===== config.mk =====
export PLATFORM = sky130hd
export DESIGN_NAME = boot_loader
export DESIGN_NICKNAME = d
export VERILOG_FILES = /design/src/rtl/boot_pkg.sv /design/src/rtl/boot_loader_byte_assembler.sv /design/src/rtl/boot_loader.sv
export SDC_FILE = /design/constraint.sdc
export NUM_CORES = 1
export LEC_CHECK = 0
export BUFFER_PORTS_ARGS = -buffer_cell sky130_fd_sc_hd__buf_4
export CAP_MARGIN = 20
export CORE_MARGIN = 2
export CORE_UTILIZATION = 50
export CTS_BUF_LIST = sky130_fd_sc_hd__clkbuf_4 sky130_fd_sc_hd__clkbuf_8
export CTS_CLUSTER_SIZE = 30
export DETAILED_ROUTE_END_ITERATION = 12
export PLACE_DENSITY = 0.75
export SLEW_MARGIN = 30
export SYNTH_ARGS = -nofsm -noshare
export SYNTH_HDL_FRONTEND = slang
export SYNTH_SLANG_ARGS = --single-unit

===== constraint.sdc =====
create_clock -name clk -period 2.5 [get_ports clk]
set_input_delay 0.75 -clock clk [delete_from_list [all_inputs] [get_ports clk]]
set_output_delay 0.75 -clock clk [all_outputs]
set_load 0.01 [all_outputs]

===== src/rtl/boot_pkg.sv =====
// Shared types and constants for the boot loader.
// Latency: n/a (declarations only).
// Backpressure: n/a.
package boot_pkg;

   typedef enum logic [2:0] {
      LEN   = 3'd0,
      DATA  = 3'd1,
      WRITE = 3'd2,
      RUN   = 3'd3,
      ERROR = 3'd4
   } boot_state_t;

   localparam int WORD_BYTES = 4;
   localparam int LEN_BYTES  = 4;

endpackage


===== src/rtl/boot_loader_byte_assembler.sv =====
// Packs a byte stream into 32-bit little-endian words (first byte -> bits [7:0]).
// Latency: word_done_o/word_o are combinational in the cycle of the 4th byte.
// Backpressure: none; every strobed byte is taken.
module byte_assembler (
   input  logic        clk,
   input  logic        n_reset,
   input  logic        clear_i,
   input  logic        byte_vld_i,
   input  logic [7:0]  byte_dat_i,
   output logic [31:0] word_o,
   output logic        word_done_o
);
   import boot_pkg::*;

   localparam logic [1:0] LAST_BYTE = 2'(WORD_BYTES - 1);

   // Only the first three bytes need storage; the 4th is taken straight from the input.
   logic [1:0]  cnt_q, cnt_d;
   logic [23:0] bytes_q, bytes_d;

   // Next-state: shift each new byte in from the top, clear restarts the word.
   always_comb begin
      cnt_d   = cnt_q;
      bytes_d = bytes_q;
      if (clear_i) begin
         cnt_d   = '0;
         bytes_d = '0;
      end else if (byte_vld_i) begin
         cnt_d   = cnt_q + 2'd1;
         bytes_d = {byte_dat_i, bytes_q[23:8]};
      end
   end

   // Byte counter and partial-word registers.
   always_ff @(posedge clk or negedge n_reset) begin
      if (!n_reset) begin
         cnt_q   <= '0;
         bytes_q <= '0;
      end else begin
         cnt_q   <= cnt_d;
         bytes_q <= bytes_d;
      end
   end

   assign word_o      = {byte_dat_i, bytes_q};
   assign word_done_o = byte_vld_i && (cnt_q == LAST_BYTE);

endmodule


===== src/rtl/boot_loader.sv =====
// Loads a length-prefixed image from a byte stream into RAM, then hands the RAM port to the CPU.
// Latency: RAM write the cycle after a word's 4th byte; CPU released the cycle after the last write.
// Backpressure: none; bytes are accepted every cycle in LEN/DATA/WRITE and ignored otherwise.
module boot_loader #(
   parameter logic [31:0] BASE_ADDR = 32'h0000_0000,
   parameter int unsigned MAX_WORDS = 1024
) (
   input  logic        clk,
   input  logic        n_reset,
   input  logic        rx_valid,
   input  logic [7:0]  rx_data,
   input  logic        cpu_memwrite,
   input  logic [31:0] cpu_addr,
   input  logic [31:0] cpu_wd,
   output logic        ram_memwrite,
   output logic [31:0] ram_addr,
   output logic [31:0] ram_wd,
   output logic        cpu_reset,
   output logic        busy,
   output logic        error
);
   import boot_pkg::*;

   localparam int          IDX_W = $clog2(MAX_WORDS + 1);
   localparam logic [31:0] MAX_N = 32'(MAX_WORDS);

   boot_state_t      state_q, state_d;
   logic [31:0]      n_q, n_d;
   logic [IDX_W-1:0] idx_q, idx_d;
   logic [31:0]      addr_q, addr_d;
   logic [31:0]      wd_q, wd_d;

   logic        loading;
   logic        byte_vld;
   logic        asm_clear;
   logic        word_done;
   logic [31:0] asm_word;
   logic [31:0] idx_ext;
   logic        last_word;

   assign loading   = (state_q == LEN) || (state_q == DATA) || (state_q == WRITE);
   assign byte_vld  = rx_valid && loading;
   assign asm_clear = (state_q == LEN) && (state_d == DATA);
   assign idx_ext   = 32'(idx_q);
   assign last_word = ((idx_ext + 32'd1) == n_q);

   byte_assembler u_asm (
      .clk         (clk),
      .n_reset     (n_reset),
      .clear_i     (asm_clear),
      .byte_vld_i  (byte_vld),
      .byte_dat_i  (rx_data),
      .word_o      (asm_word),
      .word_done_o (word_done)
   );

   // State and datapath registers.
   always_ff @(posedge clk or negedge n_reset) begin
      if (!n_reset) begin
         state_q <= LEN;
         n_q     <= '0;
         idx_q   <= '0;
         addr_q  <= BASE_ADDR;
         wd_q    <= '0;
      end else begin
         state_q <= state_d;
         n_q     <= n_d;
         idx_q   <= idx_d;
         addr_q  <= addr_d;
         wd_q    <= wd_d;
      end
   end

   // Next-state logic: length check, per-word write, and terminal RUN/ERROR.
   always_comb begin
      state_d = state_q;
      unique case (state_q)
         LEN: begin
            if (word_done) begin
               if (asm_word > MAX_N)       state_d = ERROR;
               else if (asm_word == 32'd0) state_d = RUN;
               else                        state_d = DATA;
            end
         end
         DATA:    if (word_done) state_d = WRITE;
         WRITE:   state_d = last_word ? RUN : DATA;
         RUN:     state_d = RUN;
         ERROR:   state_d = ERROR;
         default: state_d = ERROR;
      endcase
   end

   // Datapath: capture N, latch the completed word and its address, advance idx on each write.
   always_comb begin
      n_d    = n_q;
      idx_d  = idx_q;
      addr_d = addr_q;
      wd_d   = wd_q;
      if ((state_q == LEN) && word_done) begin
         n_d = asm_word;
      end
      if ((state_q == DATA) && word_done) begin
         wd_d   = asm_word;
         addr_d = BASE_ADDR + idx_ext * 32'(WORD_BYTES);
      end
      if (state_q == WRITE) begin
         idx_d = idx_q + 1'b1;
      end
   end

   // Outputs: RAM port is a zero-latency pass-through of the CPU only in RUN.
   always_comb begin
      ram_memwrite = 1'b0;
      ram_addr     = addr_q;
      ram_wd       = wd_q;
      cpu_reset    = 1'b1;
      busy         = loading;
      error        = 1'b0;
      unique case (state_q)
         WRITE: ram_memwrite = 1'b1;
         RUN: begin
            ram_memwrite = cpu_memwrite;
            ram_addr     = cpu_addr;
            ram_wd       = cpu_wd;
            cpu_reset    = 1'b0;
         end
         ERROR:   error = 1'b1;
         default: ;
      endcase
   end

endmodule


# Word level (Yosys, flattened, before mapping)
# Index checks and enable logic that the tools add are counted.
[word_totals] ff_bits=115 mem_bits_rw=0 output_inout_bits=68 romBits=0 mem_count=0 word_cells=43 latch_bits=0 inputBits=76
[op_classes] add_sub_neg=3 bitwise_logic=0 n_mux=15 n_reduce_logical=10 n_eq_ne=7 n_lt_le_gt_ge=1 shift=0 n_mul=0 div_mod_pow=0
[ops] cell="$mux 32" count=2
[ops] cell="$mux 24" count=2
[ops] cell="$eq 12x32->1" count=1
[ops] cell="$gt 32x11->1 const B" count=1
[ops] cell="$logic_not 32->1" count=1
[ops] cell="$add 11x1->12 const B" count=1
[ops] cell="$pmux 3 s4" count=1
[ops] cell="$add 11x1->11 const B" count=1
[ops] cell="$mux 3" count=3
[ops] cell="$mux 2" count=4
[ops] cell="$eq 3x1->1 const B" count=2
[ops] cell="$eq 3x2->1 const B" count=2
[ops] cell="$logic_and 1x1->1" count=5
[ops] cell="$eq 3x3->1 const B" count=1
[ops] cell="$logic_not 3->1" count=1
[ops] cell="$add 2x1->2 const B" count=1
[ops] cell="$eq 2x2->1 const B" count=1
[ops] cell="$logic_or 1x1->1" count=2
[ops] cell="$mux 1" count=2
[ops] cell="$pmux 1 s2" count=1
[ops] cell="$reduce_bool 2->1" count=1

# Depth between registers and ports, before layout
# Gate-level depths: netlist of run 1.
[depth] ltp_word=10 depth_mapped=8 ltp_nobuf=7

# Hierarchy
# A second synthesis of run 1 with hierarchy kept.
[hier_totals] hier_cells=575 hier_area_um2=5824.3
[modules_own_cells] module="boot_loader" cells_per_inst=481 seq_area_each_um2=2227.1 area_each_um2=4670.7 n_inst=1
[modules_own_cells] module="byte_assembler" cells_per_inst=94 seq_area_each_um2=650.6 area_each_um2=1153.6 n_inst=1

# Worst setup path before layout of run 1
# No wires, ideal clock.
[synth_timing] path_kind="register -> output" startpoint="register state_q[1]" endpoint="output port ram_addr[10]" path_stages_with_launch=9 t_required_ns=1.750 setup_slack_ns=0.133 t_arrival_ns=1.617 path_buffers=3 path_cell_list="dfrtp_1 > buf_4 > nor2b_2 > and2_1 > clkbuf_1 > inv_2 > clkbuf_1 > nand2_1 > nand2_1"
[synth_between] elab_chain_len=2
[synth_lines] item="from (decl)" line_no="boot_loader.sv:27" source="boot_state_t state_q, state_d;"
[synth_lines] item="from (signal assigned)" line_no="boot_loader.sv:66" source="state_q <= state_d;"
[synth_lines] item="$eq 3x2->1" line_no="boot_loader.sv:119" source="unique case (state_q)"
[synth_lines] item="$mux 32" line_no="boot_loader.sv:119"
[synth_lines] item="to (decl)" line_no="boot_loader.sv:16" source="output logic [31:0] ram_addr,"
# Every way passes these cells.

# Worst setup path in the final report of run 1
[layout_timing] startpoint="register state_q[1]" endpoint="output port ram_wd[10]"
[layout_between] elab_chain_len=2
[layout_lines] item="$eq 3x2->1" line_no="boot_loader.sv:119"
[layout_lines] item="$mux 32" line_no="boot_loader.sv:119"
[layout_lines] item="to (decl)" line_no="boot_loader.sv:17" source="output logic [31:0] ram_wd,"
# Every way passes these cells.

==> results of run 1 <==
stage by stage:
stage	setup TNS, ns	setup WS (ns)	cell area [µm²]	hold slack (ns)
final	0	0.04329	7397	0.3419
after global routing	-0.01718	-0.005803	7397	0.3648
after CTS	0	0.008461	7337	0.3377
after detailed placement	0	0.1825	6850	0.4775
after global placement	0	0.2058	6850	0.4738
after floorplan	0	0.1326	5575	0.4497
layer usage:
metal	track usage	part of all wire
met1	0.2972	0.43
met2	0.4083	0.53
met3	0.04624	0.033
met4	0.06420	0.012
met5	0	0
cells in the final DEF (no fill, tap or decap), types with 2 or more instances in the layout:
cell type,n
and3_1,23
clkinvlp_4,3
inv_1,3
and4_1,2
clkbuf_8,18
a21boi_0,2
dfrtp_1,114
nand4_1,5
o21ai_0,4
bufinv_16,3
ha_1,2
xnor2_1,14
nand2_1,146
buf_12,4
a211oi_1,2
a21oi_1,10
nand3_1,10
mux2_2,95
clkinv_2,2
buf_4,154
xor2_1,11
nor3_1,3
inv_6,5
nor4_2,4
or4_1,2
nor4_1,8
nor2_1,16
nor2b_1,5
nand2_2,5
o311a_1,2
power breakdown:
group	internal (mW)	switching (mW)
registers	2.58	0.687
clock network	1.03	0.798
logic	1.27	0.891
total	4.88	2.38
final timing paths:
kind | slack (ns) | endpoint | depth (start not counted)
setup reg to reg | 0.21 | state_q[1] | 7
min in group clk | 0.49 | wd_q[10] | 2
max in group asynchronous | 1.49 | u_asm.bytes_q[8] | 2
hold reg to reg | 0.49 | wd_q[10] | 2
hold / removal | 0.34 | addr_q[9] | 1
setup / recovery | 0.04 | ram_wd[10] | 7
worst reg2reg max path: stages (launching register included):
cell and delay, ns:
dfrtp_1 0.46, ha_1 0.35, xnor2_1 0.15, nand2_1 0.06
or4_1 0.50, nor4_1 0.28, nand4_1 0.18, o31ai_2 0.22
final cells by class:
type | instances | area (µm²)
fill | 810 | 3443
clock inverter | 14 | 175.2
clock buffer | 18 | 247.7
timing repair buffer | 162 | 1315
inverter | 4 | 22.52
sequential | 115 | 2879
multi-input combinational | 382 | 2582
tap | 140 | 175.2
cells by family (layout without fill, tap and decap cells):
logic type / Yosys count / count (layout) / synth area share
simple gates: 235 / 235 / 0.1939
flops: 115 / 115 / 0.5162
mux: 95 / 95 / 0.1919
buf+inv: 34 / 198 / 0.02491
compound gates: 25 / 25 / 0.02940
xor+xnor: 25 / 25 / 0.03927
fa+ha+maj: 2 / 2 / 0.004488
what timing repair did:
item | in CTS | in global routing
resized for setup | 10 | 9
cloned | 1 | 1
buffers inserted | 1 | 1
setup endpoints to repair | 44 | 32
flip-flops by register name (all words and copies together), names as in the netlist:
signal / count
n_q: 32
wd_q: 32
u_asm.bytes_q: 24
addr_q: 11
idx_q: 11
state_q: 3
u_asm.cnt_q: 2
==> flow_metrics.env, run 1 <==
export IMPL_path_delay_family="simple AND/OR/NAND/NOR gates"
export IMPL_finalClockSkew_ns=0.009971
export IMPL_hpwl_um=9525
export IMPL_cts_htree_levels=4
export IMPL_synth_area_leaders="dfrtp_1 52%, mux2_2 19%, nand2_1 10%"
export IMPL_crit_path_frequent_cell="nand2_1"
export IMPL_timing_final_hold_violations=0
export IMPL_rsz0062_at_grt="yes"
export IMPL_synthesis_nets=609
export IMPL_final_nets=760
export IMPL_antenna_cells=0
export IMPL_pwr_density_cell_nw_per_um2=981.1
export IMPL_drive_gt1_frac=0.4403
export IMPL_clockBufferDepth=2
export IMPL_dp_cells=799
export IMPL_place_congestion=0.8138
export IMPL_maxCapViolations=0
export IMPL_final_core_util=0.6824
export IMPL_path_class="reg2out"
export IMPL_min_path_type="in2async"
export IMPL_ir_drop_mv=0.7538
export IMPL_synthArstFlopShare=1.000
export IMPL_required_ns=1.75
export IMPL_synthMostInstantiatedCell="nand2_1"
export IMPL_p_leak_nw=3.746
export IMPL_grt_max_degree=46
export IMPL_max_slew_margin_rel=0.5829
export IMPL_synthFlopType="dfrtp_1"
export IMPL_io_buffers=143
export IMPL_drtIter0Drc=144
export IMPL_cp_slowest_cell="dfrtp_2"
export IMPL_rr_startpoint="idx_q[0]"
export IMPL_cp_cell_sequence="nor2b_2 -> and2_4 -> inv_8 -> buf_12 -> nand2_1 -> nand2_1 -> buf_4"
export IMPL_globalRouteOverflowTotal=0
export IMPL_ant_nets=0
export IMPL_cpPeakStageDelay_ns=0.41
export IMPL_grt_pass1_wl_um=21400
export IMPL_cp_max_fo=16
export IMPL_netlist_area_um2=5575
export IMPL_clkTransAtPathRegs_ns=0.08
export IMPL_cts_hold_buf=0
export IMPL_seq_area_frac_synth=0.5162
export IMPL_ys_warn_count=0
export IMPL_status="finished, final reports clean"
export IMPL_core_area_um2=10840
export IMPL_via_count=4441
export IMPL_tightest_slew_ns=0.6256
export IMPL_cp_end_kind="primary output"
export IMPL_period_share=0.9827
export IMPL_finalSetupViolCount=0
export IMPL_antenna_found_initial=0
export IMPL_cts_root_buf="clkbuf_8"
export IMPL_firstDrtPassIters=4
export IMPL_die_w_um=109.6
export IMPL_route_detailed_drc=0
export IMPL_area_delta_synth_final_pct=32.67
export IMPL_cp_arrival_ns=1.71
export IMPL_cp_startpoint="state_q[1]"
export IMPL_start_kind="flip-flop"
export IMPL_syn_inst=531
export IMPL_avgSynthCellArea_um2=10.50
export IMPL_clock_latency_ns=0.42
export IMPL_synth_edf_count=0
export IMPL_synth_largest_area_cell="dfrtp_1"
export IMPL_die_y_um=109.6
export IMPL_wl_per_cell_um=16.31
export IMPL_synth_seq_cells=115
export IMPL_cts_tree="built"
export IMPL_fin_cells=835
export IMPL_clock_fmax_mhz=407.0
export IMPL_drv_slew=0
export IMPL_grt_pass1_vias=4296
export IMPL_dieArea_um2=12010
export IMPL_synthTopCellsByCount="151 x nand2_1, 115 x dfrtp_1, 95 x mux2_2"
export IMPL_yosysUniqueCellTypes=35
export IMPL_num_rows=38
export IMPL_power_mw=7.257
export IMPL_initial_core_util=0.5143
export IMPL_grtUsageTotal=0.2340
export IMPL_critPathBufInv=3
export IMPL_clkSinkCount=115
export IMPL_avgViaCountPerCell=5.319
export IMPL_period_needed_ns=2.457
export IMPL_yosysTopAreaCellShare=0.5162
export IMPL_wl_um=13620
export IMPL_io_pins=144
export IMPL_cts_made_buffers=17
Power figures use the tool's default switching activity.
==> run 2, diff against run 1 <==
REMOVE_ABC_BUFFERS = 1   (was default)
SLEW_MARGIN = 25   (was 30)
==> flow_metrics.env, run 2 (synthesis results as in run 1) <==
export IMPL_status="finished with violations"
export IMPL_violations="negative setup slack"
export IMPL_io_buffers=143
export IMPL_globalRouteOverflowTotal=0
export IMPL_endpoint="ram_wd[16]"
export IMPL_regToRegSetupSlack_ns=0.13
export IMPL_start_kind="flip-flop"
export IMPL_drive_gt1_frac=0.5478
export IMPL_cts_made_buffers=17
export IMPL_cp_max_fo=5
export IMPL_hpwl_um=8439
export IMPL_cts_root_buf="clkbuf_8"
export IMPL_wl_um=13900
export IMPL_ir_drop_mv=0.5653
export IMPL_period_needed_ns=2.519
export IMPL_avgViaCountPerCell=5.401
export IMPL_final_cell_mix="114 x dfrtp_1, 112 x buf_4, 95 x mux2_2, 74 x nand2_1, 56 x nand2_2"
export IMPL_cp_startpoint="state_q[2]"
export IMPL_area_delta_synth_final_pct=43.40
export IMPL_setup_slack_ns=-0.01871
export IMPL_path_class="reg2out"
export IMPL_wl_per_cell_um=16.53
export IMPL_clkTransAtPathRegs_ns=0.07
export IMPL_maxCapViolations=0
export IMPL_dieArea_um2=12010
export IMPL_drv_slew=0
export IMPL_route_detailed_drc=0
export IMPL_antenna_found_initial=0
export IMPL_cts_tree="built"
export IMPL_antenna_cells=0
export IMPL_place_congestion=0.8497
export IMPL_num_rows=38
export IMPL_clock_fmax_mhz=397.0
export IMPL_rsz0062_at_grt="yes"
export IMPL_timing_rr_end="state_q[1]"
export IMPL_final_common_cell="dfrtp_1"
export IMPL_timing_final_hold_violations=0
export IMPL_whs_ns=0.3779
export IMPL_die_y_um=109.6
export IMPL_required_ns=1.75
export IMPL_grt_pass1_vias=4184
export IMPL_period_share=1.007
export IMPL_firstDrtPassIters=6
export IMPL_grt_pass1_wl_um=20080
export IMPL_placed_cell_area_um2=6820
export IMPL_die_w_um=109.6
export IMPL_initial_core_util=0.5143
export IMPL_pwr_density_cell_nw_per_um2=953.3
export IMPL_cts_hold_buf=0
export IMPL_clkSinkCount=115
export IMPL_clock_latency_ns=0.44
export IMPL_drtIter0Drc=264
export IMPL_top_regs="n_q (32), wd_q (32), u_asm.bytes_q (24)"
export IMPL_finalSetupViolCount=6
export IMPL_grtUsageTotal=0.2190
export IMPL_cts_htree_levels=4
export IMPL_tightest_slew_ns=0.6057
export IMPL_r2r_cells=7
export IMPL_fin_cells=841
export IMPL_cp_end_kind="primary output"
export IMPL_p_leak_nw=3.885
export IMPL_core_area_um2=10840
export IMPL_rr_startpoint="idx_q[0]"
export IMPL_clockBufferDepth=2
export IMPL_cp_arrival_ns=1.77
export IMPL_finalClockSkew_ns=0.009198
export IMPL_design_area_um2=7995
export IMPL_min_path_type="in2async"
export IMPL_dp_cells=795
export IMPL_final_nets=766
export IMPL_max_slew_margin_rel=0.5962
export IMPL_grt_max_degree=116
export IMPL_ant_nets=0
export IMPL_io_pins=144
export IMPL_via_count=4542
[run 2: cell count changes in the layout (fill, tap and decap cells not counted), sizes merged]
cell      delta
buf          +3
clkbuf       +7
clkinv       +2
clkinvlp     -1
inv          -5
[run 2: repair_timing]
item | CTS | global route
setup endpoints to repair | 44 | 43
setup buffers | 4 | 4
gates resized for setup | 14 | 143
pin swaps | 0 | 53
gates cloned | 2 | 4
[run 2: power breakdown]
part,internal (mW),leakage (nW),total (mW),switching [mW]
Combinational,1.52,2.21,2.50,0.982
Clock,1.08,0.215,1.82,0.740
Sequential,2.59,1.46,3.31,0.719
[run 2: area by class of cell]
| cell class | instances | area, µm² |
|---|---|---|
| Multi-Input combinational cell | 382 | 2880 |
| Timing Repair Buffer | 168 | 1620 |
| Sequential cell | 115 | 2879 |
| Clock inverter | 10 | 130.1 |
| Clock buffer | 22 | 290.3 |
| Tap cell | 140 | 175.2 |
| Inverter | 4 | 20.02 |
| Fill cell | 740 | 2845 |
[run 2: worst min-delay path by stage]
stage	start	cells after the start	slack (ns)	endpoint
3_3_place_gp	wd_q[10]	2	0.47	wd_q[10]
3_5_place_dp	addr_q[12]	1	0.49	addr_q[12]
4_1_cts	n_reset	2	0.40	addr_q[8]
2_1_floorplan	n_reset	0	0.45	addr_q[10]
5_1_grt	n_reset	2	0.43	addr_q[8]
6_report	n_reset	2	0.38	wd_q[2]
[run 2: routing by layer]
layer	wire [µm]	track usage	up-vias
met2	7413	0.3818	131
li1	-	-	2134
met5	0	0	-
met1	5520	0.2636	2257
met3	739	0.05928	20
met4	229	0.06962	0
[run 2: critical path, cell delays in order (launching register included)]
cell and delay, ns:
dfrtp_1 0.42, nor2b_4 0.12, and2_4 0.19, inv_6 0.05, buf_12 0.14, clkbuf_16 0.15, nand2_2 0.07, nand2_2 0.07
buf_6 0.12
[run 2: stage by stage]
stage	power [mW]	setup TNS [ns]	setup slack [ns]	utilization
2_1_floorplan	4.418	-63.58	-0.9275	-
3_3_place_gp	5.251	0	0.05255	0.6292
3_5_place_dp	5.373	0	0.04739	0.6292
4_1_cts	7.222	-0.2376	-0.02183	0.6816
5_1_grt	8.046	-1.825	-0.07827	0.7375
6_report	7.621	-0.05493	-0.01871	0.7375
==> run 3, diff against run 2 <==
ABC_AREA = 1   (was default)
CAP_MARGIN = 40   (was 20)
==> flow_metrics.env, run 3 <==
export IMPL_required_ns=1.75
export IMPL_grt_max_degree=50
export IMPL_clkSinkCount=115
export IMPL_synth_largest_area_cell="dfrtp_1"
export IMPL_place_congestion=0.8816
export IMPL_core_area_um2=11320
export IMPL_path_class="reg2out"
export IMPL_io_pins=144
export IMPL_cp_cell_sequence="inv_4 -> nand3_4 -> buf_12 -> buf_16 -> mux2_2 -> buf_4"
export IMPL_wl_per_cell_um=14.01
export IMPL_max_slew_margin_rel=0.7019
export IMPL_cts_root_buf="clkbuf_8"
export IMPL_min_path_type="in2async"
export IMPL_firstDrtPassIters=5
export IMPL_finalClockSkew_ns=0.01100
export IMPL_netlist_area_um2=5758
export IMPL_antenna_found_initial=0
export IMPL_grt_pass1_wl_um=22750
export IMPL_avgSynthCellArea_um2=8.273
export IMPL_cpPeakStageDelay_ns=0.43
export IMPL_initial_core_util=0.5086
export IMPL_final_common_cell="nand2_1"
export IMPL_setup_slack_ns=-0.01371
export IMPL_synthTopCellsByCount="175 x nand2_1, 115 x dfrtp_1, 105 x o21ai_0"
export IMPL_final_nets=934
export IMPL_finalSetupViolCount=12
export IMPL_die_w_um=111.3
export IMPL_drtIter0Drc=247
export IMPL_clkTransAtPathRegs_ns=0.07
export IMPL_synth_seq_cells=115
export IMPL_dieArea_um2=12390
export IMPL_hpwl_um=9240
export IMPL_drv_slew=0
export IMPL_cts_tree="built"
export IMPL_rsz0062_at_grt="yes"
export IMPL_antenna_cells=0
export IMPL_cp_max_fo=9
export IMPL_io_buffers=143
export IMPL_grtUsageTotal=0.2295
export IMPL_status="finished with violations"
export IMPL_yosysUniqueCellTypes=26
export IMPL_final_cell_mix="174 x nand2_1, 152 x buf_4, 113 x dfrtp_1, 105 x o21ai_0, 92 x inv_1"
export IMPL_ir_drop_mv=0.3006
export IMPL_synth_area_leaders="dfrtp_1 50%, nand2_1 11%, mux2_2 9.2%"
export IMPL_cp_slowest_cell="dfrtp_2"
export IMPL_start_kind="flip-flop"
export IMPL_wl_um=14160
export IMPL_seq_area_frac_synth=0.4998
export IMPL_period_needed_ns=2.514
export IMPL_via_count=5134
export IMPL_synthFlopType="dfrtp_1"
export IMPL_clockBufferDepth=2
export IMPL_cp_arrival_ns=1.76
export IMPL_top_regs="n_q (32), wd_q (32), u_asm.bytes_q (24)"
export IMPL_route_detailed_drc=0
export IMPL_tightest_slew_ns=0.4472
export IMPL_num_rows=39
export IMPL_area_delta_synth_final_pct=33.72
export IMPL_post_place_ws_ns=0.2800
export IMPL_power_mw=3.645
export IMPL_synth_edf_count=0
export IMPL_synthArstFlopShare=1.000
export IMPL_clock_fmax_mhz=397.8
export IMPL_yosysTopAreaCellShare=0.4998
export IMPL_die_y_um=111.3
export IMPL_pwr_density_cell_nw_per_um2=473.4
export IMPL_syn_inst=696
export IMPL_avgViaCountPerCell=5.078
export IMPL_drive_gt1_frac=0.3214
export IMPL_clock_latency_ns=0.43
export IMPL_p_leak_nw=4.037
export IMPL_cts_made_buffers=17
export IMPL_maxCapViolations=0
export IMPL_cp_end_kind="primary output"
export IMPL_globalRouteOverflowTotal=0
export IMPL_timing_final_hold_violations=0
export IMPL_period_share=1.005
export IMPL_ant_nets=0
export IMPL_grt_pass1_vias=4885
export IMPL_synthMostInstantiatedCell="nand2_1"
export IMPL_violations="negative setup slack"
export IMPL_cts_htree_levels=4
export IMPL_ys_warn_count=0
-- run 3: per-layer routing --
metal	routed length (µm)	track usage	up-vias
met3	735	0.05303	16
met2	7295	0.3972	169
li1	-	-	2529
met5	0	0	-
met4	169	0.06831	0
met1	5964	0.2890	2420
-- run 3: timing repair --
action / in CTS / in global routing
endpoints found under the setup margin: 43 / 57
pin swaps: 0 / 0
hold buffers: 0 / 0
cloned: 5 / 0
setup buffers: 7 / 1
gates resized for setup: 14 / 19
-- run 3: final timing paths --
path | startpoint | to | slack [ns] | cells past startpoint
worst max-delay path | state_q[2] | ram_addr[4] | -0.01 | 6
worst min-delay path | n_reset | addr_q[3] | 0.17 | 1
worst max register to register | idx_q[0] | u_asm.bytes_q[2] | 0.56 | 13
worst min register to register | addr_q[5] | addr_q[5] | 0.48 | 2
max in group asynchronous | n_reset | state_q[0] | 1.66 | 2
min in group clk | addr_q[5] | addr_q[5] | 0.48 | 2
-- run 3: cell type report --
| type | instances | area [µm²] |
|---|---|---|
| fillers | 926 | 3621 |
| flip-flops and latches | 115 | 2880 |
| multi-input cells | 458 | 2441 |
| repair buffers | 170 | 1469 |
| inverters | 94 | 355.3 |
| clock buffers | 21 | 264.0 |
| well taps | 143 | 178.9 |
| clock inverters | 10 | 111.4 |
-- run 3: critical path: cells and delay by family (launching register included) --
kind	cells	cell delay (ns)
flip-flops	1	0.43
AND/OR/NAND/NOR	1	0.10
multiplexers	1	0.28
buffers and inverters	4	0.52
-- run 3: logic make-up after synthesis --
family | synth area share
compound gates | 0.1050
fa+ha+maj | 0.004345
xor+xnor | 0.003043
flops | 0.4998
mux | 0.09192
buf+inv | 0.08648
simple gates | 0.2095
-- run 3: report_power, final --
part           internal, mW  leakage [nW]  total, mW  switching [mW]
clock network         0.915         0.189       1.64           0.721
logic                0.0830          2.30      0.148          0.0653
registers              1.86          1.54       1.86               0
total                  2.86          4.04       3.65           0.786
-- run 3: per-stage QoR --
step / cell area (µm²) / setup TNS (ns) / util / hold slack (ns) / cells
finish: 7700 / -0.08460 / 0.6802 / 0.1738 / 1011
global route: 7700 / -2.779 / 0.6802 / 0.1624 / 1011
CTS: 7637 / -0.4595 / 0.6746 / 0.1602 / 1010
detailed placement: 7010 / 0 / 0.6193 / 0.4730 / 967
global placement: 7010 / 0 / 0.6193 / 0.4634 / 967
floorplan: 5613 / -60.22 / - / 0.4476 / 667
